File: src/rtl/mem_arbiter_pkg.sv
// rtl/mem_arbiter_pkg.sv - shared types and helpers for the I/D memory arbiter
package mem_arbiter_pkg;

  typedef enum logic [1:0] {
    MEM_BYTE = 2'd0,
    MEM_HALF = 2'd1,
    MEM_WORD = 2'd2
  } mem_size_e;

  typedef enum logic [1:0] {
    ARB_IDLE   = 2'd0,
    ARB_WAIT_I = 2'd1,
    ARB_WAIT_D = 2'd2
  } arb_state_e;

  typedef enum logic [1:0] {
    OWNER_NONE = 2'd0,
    OWNER_I    = 2'd1,
    OWNER_D    = 2'd2
  } arb_owner_e;

  localparam int unsigned STREAK_W = 8;

  function automatic logic [31:0] sat_inc32(input logic [31:0] v);
    return (v == 32'hFFFF_FFFF) ? v : v + 32'd1;
  endfunction

endpackage

File: src/rtl/mem_arbiter_arb_streak_ctr.sv
// rtl/mem_arbiter_arb_streak_ctr.sv - saturating count of D grants won while I was pending
module arb_streak_ctr
  import mem_arbiter_pkg::*;
#(
  parameter int unsigned MAX_D_STREAK = 4
) (
  input  logic clk,
  input  logic reset,
  input  logic i_grant,
  input  logic d_grant,
  input  logic i_req,
  output logic force_i
);

  localparam logic [STREAK_W-1:0] MAX_S = STREAK_W'(MAX_D_STREAK);

  logic [STREAK_W-1:0] streak;

  always_ff @(posedge clk or negedge reset) begin
    if (!reset) begin
      streak <= '0;
    end else if (i_grant) begin
      streak <= '0;
    end else if (d_grant) begin
      if (!i_req)
        streak <= '0;
      else if (streak != MAX_S)
        streak <= streak + 1'b1;
    end
  end

  assign force_i = (streak == MAX_S);

endmodule

File: src/rtl/mem_arbiter.sv
// rtl/mem_arbiter.sv - single-outstanding I/D arbiter for a shared memory port
// Optional perf counters enabled by defining MEM_ARBITER_PERF_EN.
module mem_arbiter
  import mem_arbiter_pkg::*;
#(
  parameter int unsigned AWIDTH       = 32,
  parameter int unsigned DWIDTH       = 32,
  parameter int unsigned MAX_D_STREAK = 4
) (
  input  logic              clk,
  input  logic              reset,
  input  logic              i_req,
  input  logic [AWIDTH-1:0] i_addr,
  output logic              i_gnt,
  output logic              i_rvalid,
  output logic [DWIDTH-1:0] i_rdata,
  input  logic              d_req,
  input  logic              d_we,
  input  logic [AWIDTH-1:0] d_addr,
  input  logic [DWIDTH-1:0] d_wdata,
  input  logic [1:0]        d_size,
  output logic              d_gnt,
  output logic              d_rvalid,
  output logic [DWIDTH-1:0] d_rdata,
`ifdef MEM_ARBITER_PERF_EN
  output logic [31:0]       perf_i_grants,
  output logic [31:0]       perf_d_grants,
  output logic [31:0]       perf_i_stall_cycles,
  output logic [31:0]       perf_stray_rvalid,
`endif
  output logic              mem_req,
  output logic              mem_we,
  output logic [AWIDTH-1:0] mem_addr,
  output logic [DWIDTH-1:0] mem_wdata,
  output logic [1:0]        mem_size,
  input  logic              mem_gnt,
  input  logic              mem_rvalid,
  input  logic [DWIDTH-1:0] mem_rdata
);

  arb_state_e state, state_next;
  arb_owner_e winner;
  logic       force_i;

  arb_streak_ctr #(.MAX_D_STREAK(MAX_D_STREAK)) u_streak (
    .clk     (clk),
    .reset   (reset),
    .i_grant (i_gnt),
    .d_grant (d_gnt),
    .i_req   (i_req),
    .force_i (force_i)
  );

  always_ff @(posedge clk or negedge reset) begin
    if (!reset) state <= ARB_IDLE;
    else        state <= state_next;
  end

  // Outputs are held at 0 while reset is asserted, even with requests present.
  always_comb begin
    state_next = state;
    winner     = OWNER_NONE;
    i_gnt      = 1'b0;
    i_rvalid   = 1'b0;
    i_rdata    = '0;
    d_gnt      = 1'b0;
    d_rvalid   = 1'b0;
    d_rdata    = '0;
    mem_req    = 1'b0;
    mem_we     = 1'b0;
    mem_addr   = '0;
    mem_wdata  = '0;
    mem_size   = '0;
    if (reset) begin
      case (state)
        ARB_IDLE: begin
          if (d_req && !(i_req && force_i)) winner = OWNER_D;
          else if (i_req)                   winner = OWNER_I;
          if (winner == OWNER_D) begin
            mem_req   = 1'b1;
            mem_we    = d_we;
            mem_addr  = d_addr;
            mem_wdata = d_wdata;
            mem_size  = d_size;
            if (mem_gnt) begin
              d_gnt      = 1'b1;
              state_next = ARB_WAIT_D;
            end
          end else if (winner == OWNER_I) begin
            mem_req  = 1'b1;
            mem_addr = i_addr;
            mem_size = MEM_WORD;
            if (mem_gnt) begin
              i_gnt      = 1'b1;
              state_next = ARB_WAIT_I;
            end
          end
        end
        ARB_WAIT_I: begin
          if (mem_rvalid) begin
            i_rvalid   = 1'b1;
            i_rdata    = mem_rdata;
            state_next = ARB_IDLE;
          end
        end
        ARB_WAIT_D: begin
          if (mem_rvalid) begin
            d_rvalid   = 1'b1;
            d_rdata    = mem_rdata;
            state_next = ARB_IDLE;
          end
        end
        default: state_next = ARB_IDLE;
      endcase
    end
  end

`ifdef MEM_ARBITER_PERF_EN
  always_ff @(posedge clk or negedge reset) begin
    if (!reset) begin
      perf_i_grants       <= '0;
      perf_d_grants       <= '0;
      perf_i_stall_cycles <= '0;
      perf_stray_rvalid   <= '0;
    end else begin
      if (i_gnt)           perf_i_grants       <= sat_inc32(perf_i_grants);
      if (d_gnt)           perf_d_grants       <= sat_inc32(perf_d_grants);
      if (i_req && !i_gnt) perf_i_stall_cycles <= sat_inc32(perf_i_stall_cycles);
      if (state == ARB_IDLE && mem_rvalid)
        perf_stray_rvalid <= sat_inc32(perf_stray_rvalid);
    end
  end
`endif

endmodule

File: config.mk
export PLATFORM = sky130hd
export DESIGN_NAME = mem_arbiter
export DESIGN_NICKNAME = d
export VERILOG_FILES = /design/src/rtl/mem_arbiter_pkg.sv /design/src/rtl/mem_arbiter_arb_streak_ctr.sv /design/src/rtl/mem_arbiter.sv
export SDC_FILE = /design/constraint.sdc
export NUM_CORES = 1
export LEC_CHECK = 0
export ABC_AREA = 1
export CAP_MARGIN = 20
export CORE_AREA = 2 2 107 109
export DETAILED_ROUTE_END_ITERATION = 8
export DIE_AREA = 0 0 109 111
export GPL_ROUTABILITY_DRIVEN = 0
export GPL_TIMING_DRIVEN = 0
export HOLD_SLACK_MARGIN = 0.15
export PLACE_DENSITY = 0.72
export REMOVE_ABC_BUFFERS = 1
export SLEW_MARGIN = 20
export SYNTH_ARGS = -nofsm -noshare
export SYNTH_HDL_FRONTEND = slang
export SYNTH_SLANG_ARGS = --single-unit
File: constraint.sdc
create_clock -name clk -period 2 [get_ports clk]
set_clock_uncertainty 0.15 [all_clocks]
set_input_delay 0.5 -clock clk [delete_from_list [all_inputs] [get_ports clk]]
set_output_delay 0.5 -clock clk [all_outputs]
set_load 0.02 [all_outputs]
==> results.py <==
metrics = {
    "hold_path": {
        "hp-class": "flop to flop",
    },
    "die": {
        "die_w_um": 109,
        "initial_core_util_pct": 16.8,
        "die-area_mm2": 0.0121,
        "io_pins": 273,
        "placeableCoreArea_mm2": 0.0111,
        "fp-row-count": 39,
        "die_h_um": 111,
    },
    "clock_network": {
        "cts.clk_slew.worst_paths_ns": 0.04,
        "cts-root-buf": "clkbuf_16",
        "clkSinkCount": 10,
        "insertion_delay_ns": 0.24,
        "cts_buffers": 3,
        "cts_tree": "done",
        "clock_path_buffers": 2,
        "cts_max_level": 1,
    },
    "power_and_ir_drop": {
        "p_sw_share_pct": 47.7,
        "pwr-share-comb_pct": 84.2,
        "power_switching_mw": 2.14,
        "pwr-share-seq_pct": 7.1,
        "p_int_mw": 2.35,
        "powerDensity_mw_per_mm2": 653,
        "vdd_drop_max_mv": 0.596,
        "p_leak_nw": 2.99,
        "pwr-share-clk_pct": 8.7,
    },
    "final_layout": {
        "seq_area_um2": 250,
        "fin_area_mm2": 0.00687,
        "fin_cells": 842,
        "layout_common_cells": "132 x clkdlybuf4s50_1, 112 x buf_6, 76 x buf_4",
        "multiInputGateArea_mm2": 0.00246,
        "drive_gt1_share_pct": 57.5,
        "final_util_pct": 62.0,
        "fillCellCount": 858,
        "syn_to_final_growth_pct": 270,
        "final_common_cell": "clkdlybuf4s50_1",
        "antenna_cells": 0,
        "fin_nets": 842,
    },
    "synth": {
        "synth_top_family_by_area": "simple AND/OR/NAND/NOR gates",
        "synthSimpleGateAreaFrac_pct": 52.5,
        "ys_warn_count": 0,
        "synth_xor_area_share_pct": 2.36,
        "synth_cells": 353,
        "yosysUniqueCellTypes": 24,
        "yosysSeqAreaShare_pct": 13.5,
        "synthesis.area_mm2": 0.00186,
        "synth_mux_area_share_pct": 0,
        "avgSynthCellArea_um2": 5.26,
        "synth_compound_area_share_pct": 12.0,
        "synth-adder-area-share_pct": 3.37,
        "synth_seq_cells": 10,
    },
    "grt": {
        "grt_usage_pct": 20.8,
        "gr-total-overflow": 0,
        "antenna_found_initial": 0,
        "grt_max_degree": 21,
        "grt_pass1_vias": 3678,
        "grt_pass1_wl_um": 19900,
    },
    "run_status": {
        "violations": "setup timing",
        "status": "finished, violations left",
    },
    "detailed_routing": {
        "via_per_inst": 4.62,
        "antenna_left": 0,
        "vias": 3889,
        "wl_per_cell_um": 18.1,
        "drc": 0,
        "first_pass_iters": 4,
        "dr.first_iter.drc_count": 141,
        "wl_um": 15200,
    },
    "sta": {
        "fmax_mhz": 378,
        "maxSlewHeadroom_pct": 58.7,
        "rsz0062_at_grt": "yes",
        "timing.final.crit_period_ns": 2.65,
        "worst_slack_ns": -0.647,
        "finalHoldViolCount": 0,
        "setup_viol": 142,
        "worstMarginPinSlew_ns": 0.618,
        "post-route-period-util_pct": 132,
        "final_max_slew_viol_count": 0,
    },
    "critical_path": {
        "end_kind": "output pin",
        "crit_path_max_fanout": 8,
        "critPathKind": "flop to output pin",
        "start_kind": "flop",
        "cp.required_ns": 1.35,
        "arrival_ns": 2.00,
    },
    "placed_design": {
        "portBuffers": 272,
        "dp_hpwl_um": 7710,
        "placed_area_mm2": 0.00468,
        "dp_cells": 746,
    },
    "job": {
        "cap_viol_max_count": 0,
    },
}
what timing repair did:
item | in CTS | in global routing
gates cloned | 17 | 4
hold endpoints to repair | 10 | 0
setup endpoints to repair | 146 | 146
setup buffers | 49 | 27
resized for setup | 851 | 289
pin swaps | 22 | 28
hold buffers | 1 | 0
worst max-delay path: stages (launching register included):
cell and delay [ns]:
dfrtp_1 0.39, inv_2 0.09, ha_4 0.13, nand2_2 0.05
nor2_2 0.12, nand2_2 0.11, nand2_8 0.13, inv_16 0.06
nor2_4 0.16, buf_12 0.17, nand2_2 0.06, a21oi_2 0.13
buf_4 0.16
state kept, by name, indices dropped and copies added (netlist names):
register         cells
u_streak.streak      8
state                2
cells by family after synthesis:
family | after synthesis
AO/OA/AOI/OAI | 44
flip-flops | 10
XOR/XNOR | 5
AND/OR/NAND/NOR | 213
adder cells (fa/ha/maj) | 5
buffers and inverters | 76
path summary, 6_finish.rpt:
kind | start | endpoint | slack [ns] | depth (start not counted)
max | u_streak.streak[0] | mem_addr[12] | -0.65 | 12
min | state[1] | state[1] | 0.39 | 2
max reg2reg | u_streak.streak[0] | state[0] | -0.09 | 15
min reg2reg | state[1] | state[1] | 0.39 | 2
max in group asynchronous | reset | u_streak.streak[1] | 0.54 | 2
min in group asynchronous | reset | u_streak.streak[6] | 0.83 | 2
cell type report:
class,instances,share of cell area (%)
sequential,10,3.64
inverter,54,3.22
multi-input combinational,279,35.8
timing repair buffer,348,52.7
tap,143,2.60
clock buffer,4,1.29
timing repair inverter,4,0.765
metal layers:
metal | vias to the layer above | share of wire [%] | global-route usage, %
met2 | 195 | 52 | 37.7
met1 | 1840 | 38 | 24.7
met5 | - | 0 | 0
met3 | 40 | 7.0 | 4.29
li1 | 1814 | - | -
met4 | 0 | 3.0 | 4.36
metrics by stage:
step / setup WS (ns) / total power, mW / setup TNS (ns) / hold slack, ns
6_report: -0.647 / 4.48 / -53.37 / 0.387
5_1_grt: -0.727 / 4.71 / -63.45 / 0.411
2_1_floorplan: -0.974 / 1.33 / -90.09 / 0.0544
3_3_place_gp: -2.96 / 2.35 / -328.63 / 0.336
4_1_cts: -0.624 / 3.78 / -44.03 / 0.387
3_5_place_dp: -2.07 / 2.40 / -256.29 / 0.346
power by group through the flow:
stage	sequential (mW)	clock (mW)	combinational, mW
finish	0.319	0.391	3.77
global route	0.327	0.421	3.96
CTS	0.318	0.400	3.06
detailed placement	0.317	0	2.08
global placement	0.312	0	2.04
floorplan	0.305	0	1.03
synthesized netlist by cell type:
cell,count,area (um2)
nand3_1,11,55.1
o21ai_0,9,45.0
nand2_1,86,323
a21boi_0,1,7.51
xnor2_1,1,8.76
nor3_1,1,5.00
nand4_1,2,12.5
nor2_8,1,20.0
inv_1,52,195
nor2_1,76,285
dfrtp_1,10,250
inv_4,1,6.26
xor2_1,4,35.0
o21ai_1,1,5.00
buf_4,3,22.5
inv_2,1,3.75
buf_1,1,3.75
nor3b_1,34,255
buf_2,3,15.0
nand2_2,1,6.26
a21oi_1,33,165
ha_1,5,62.6
nand2_4,1,11.3
clkbuf_1,15,56.3
Note: power is estimated with default switching activity, not from simulation.
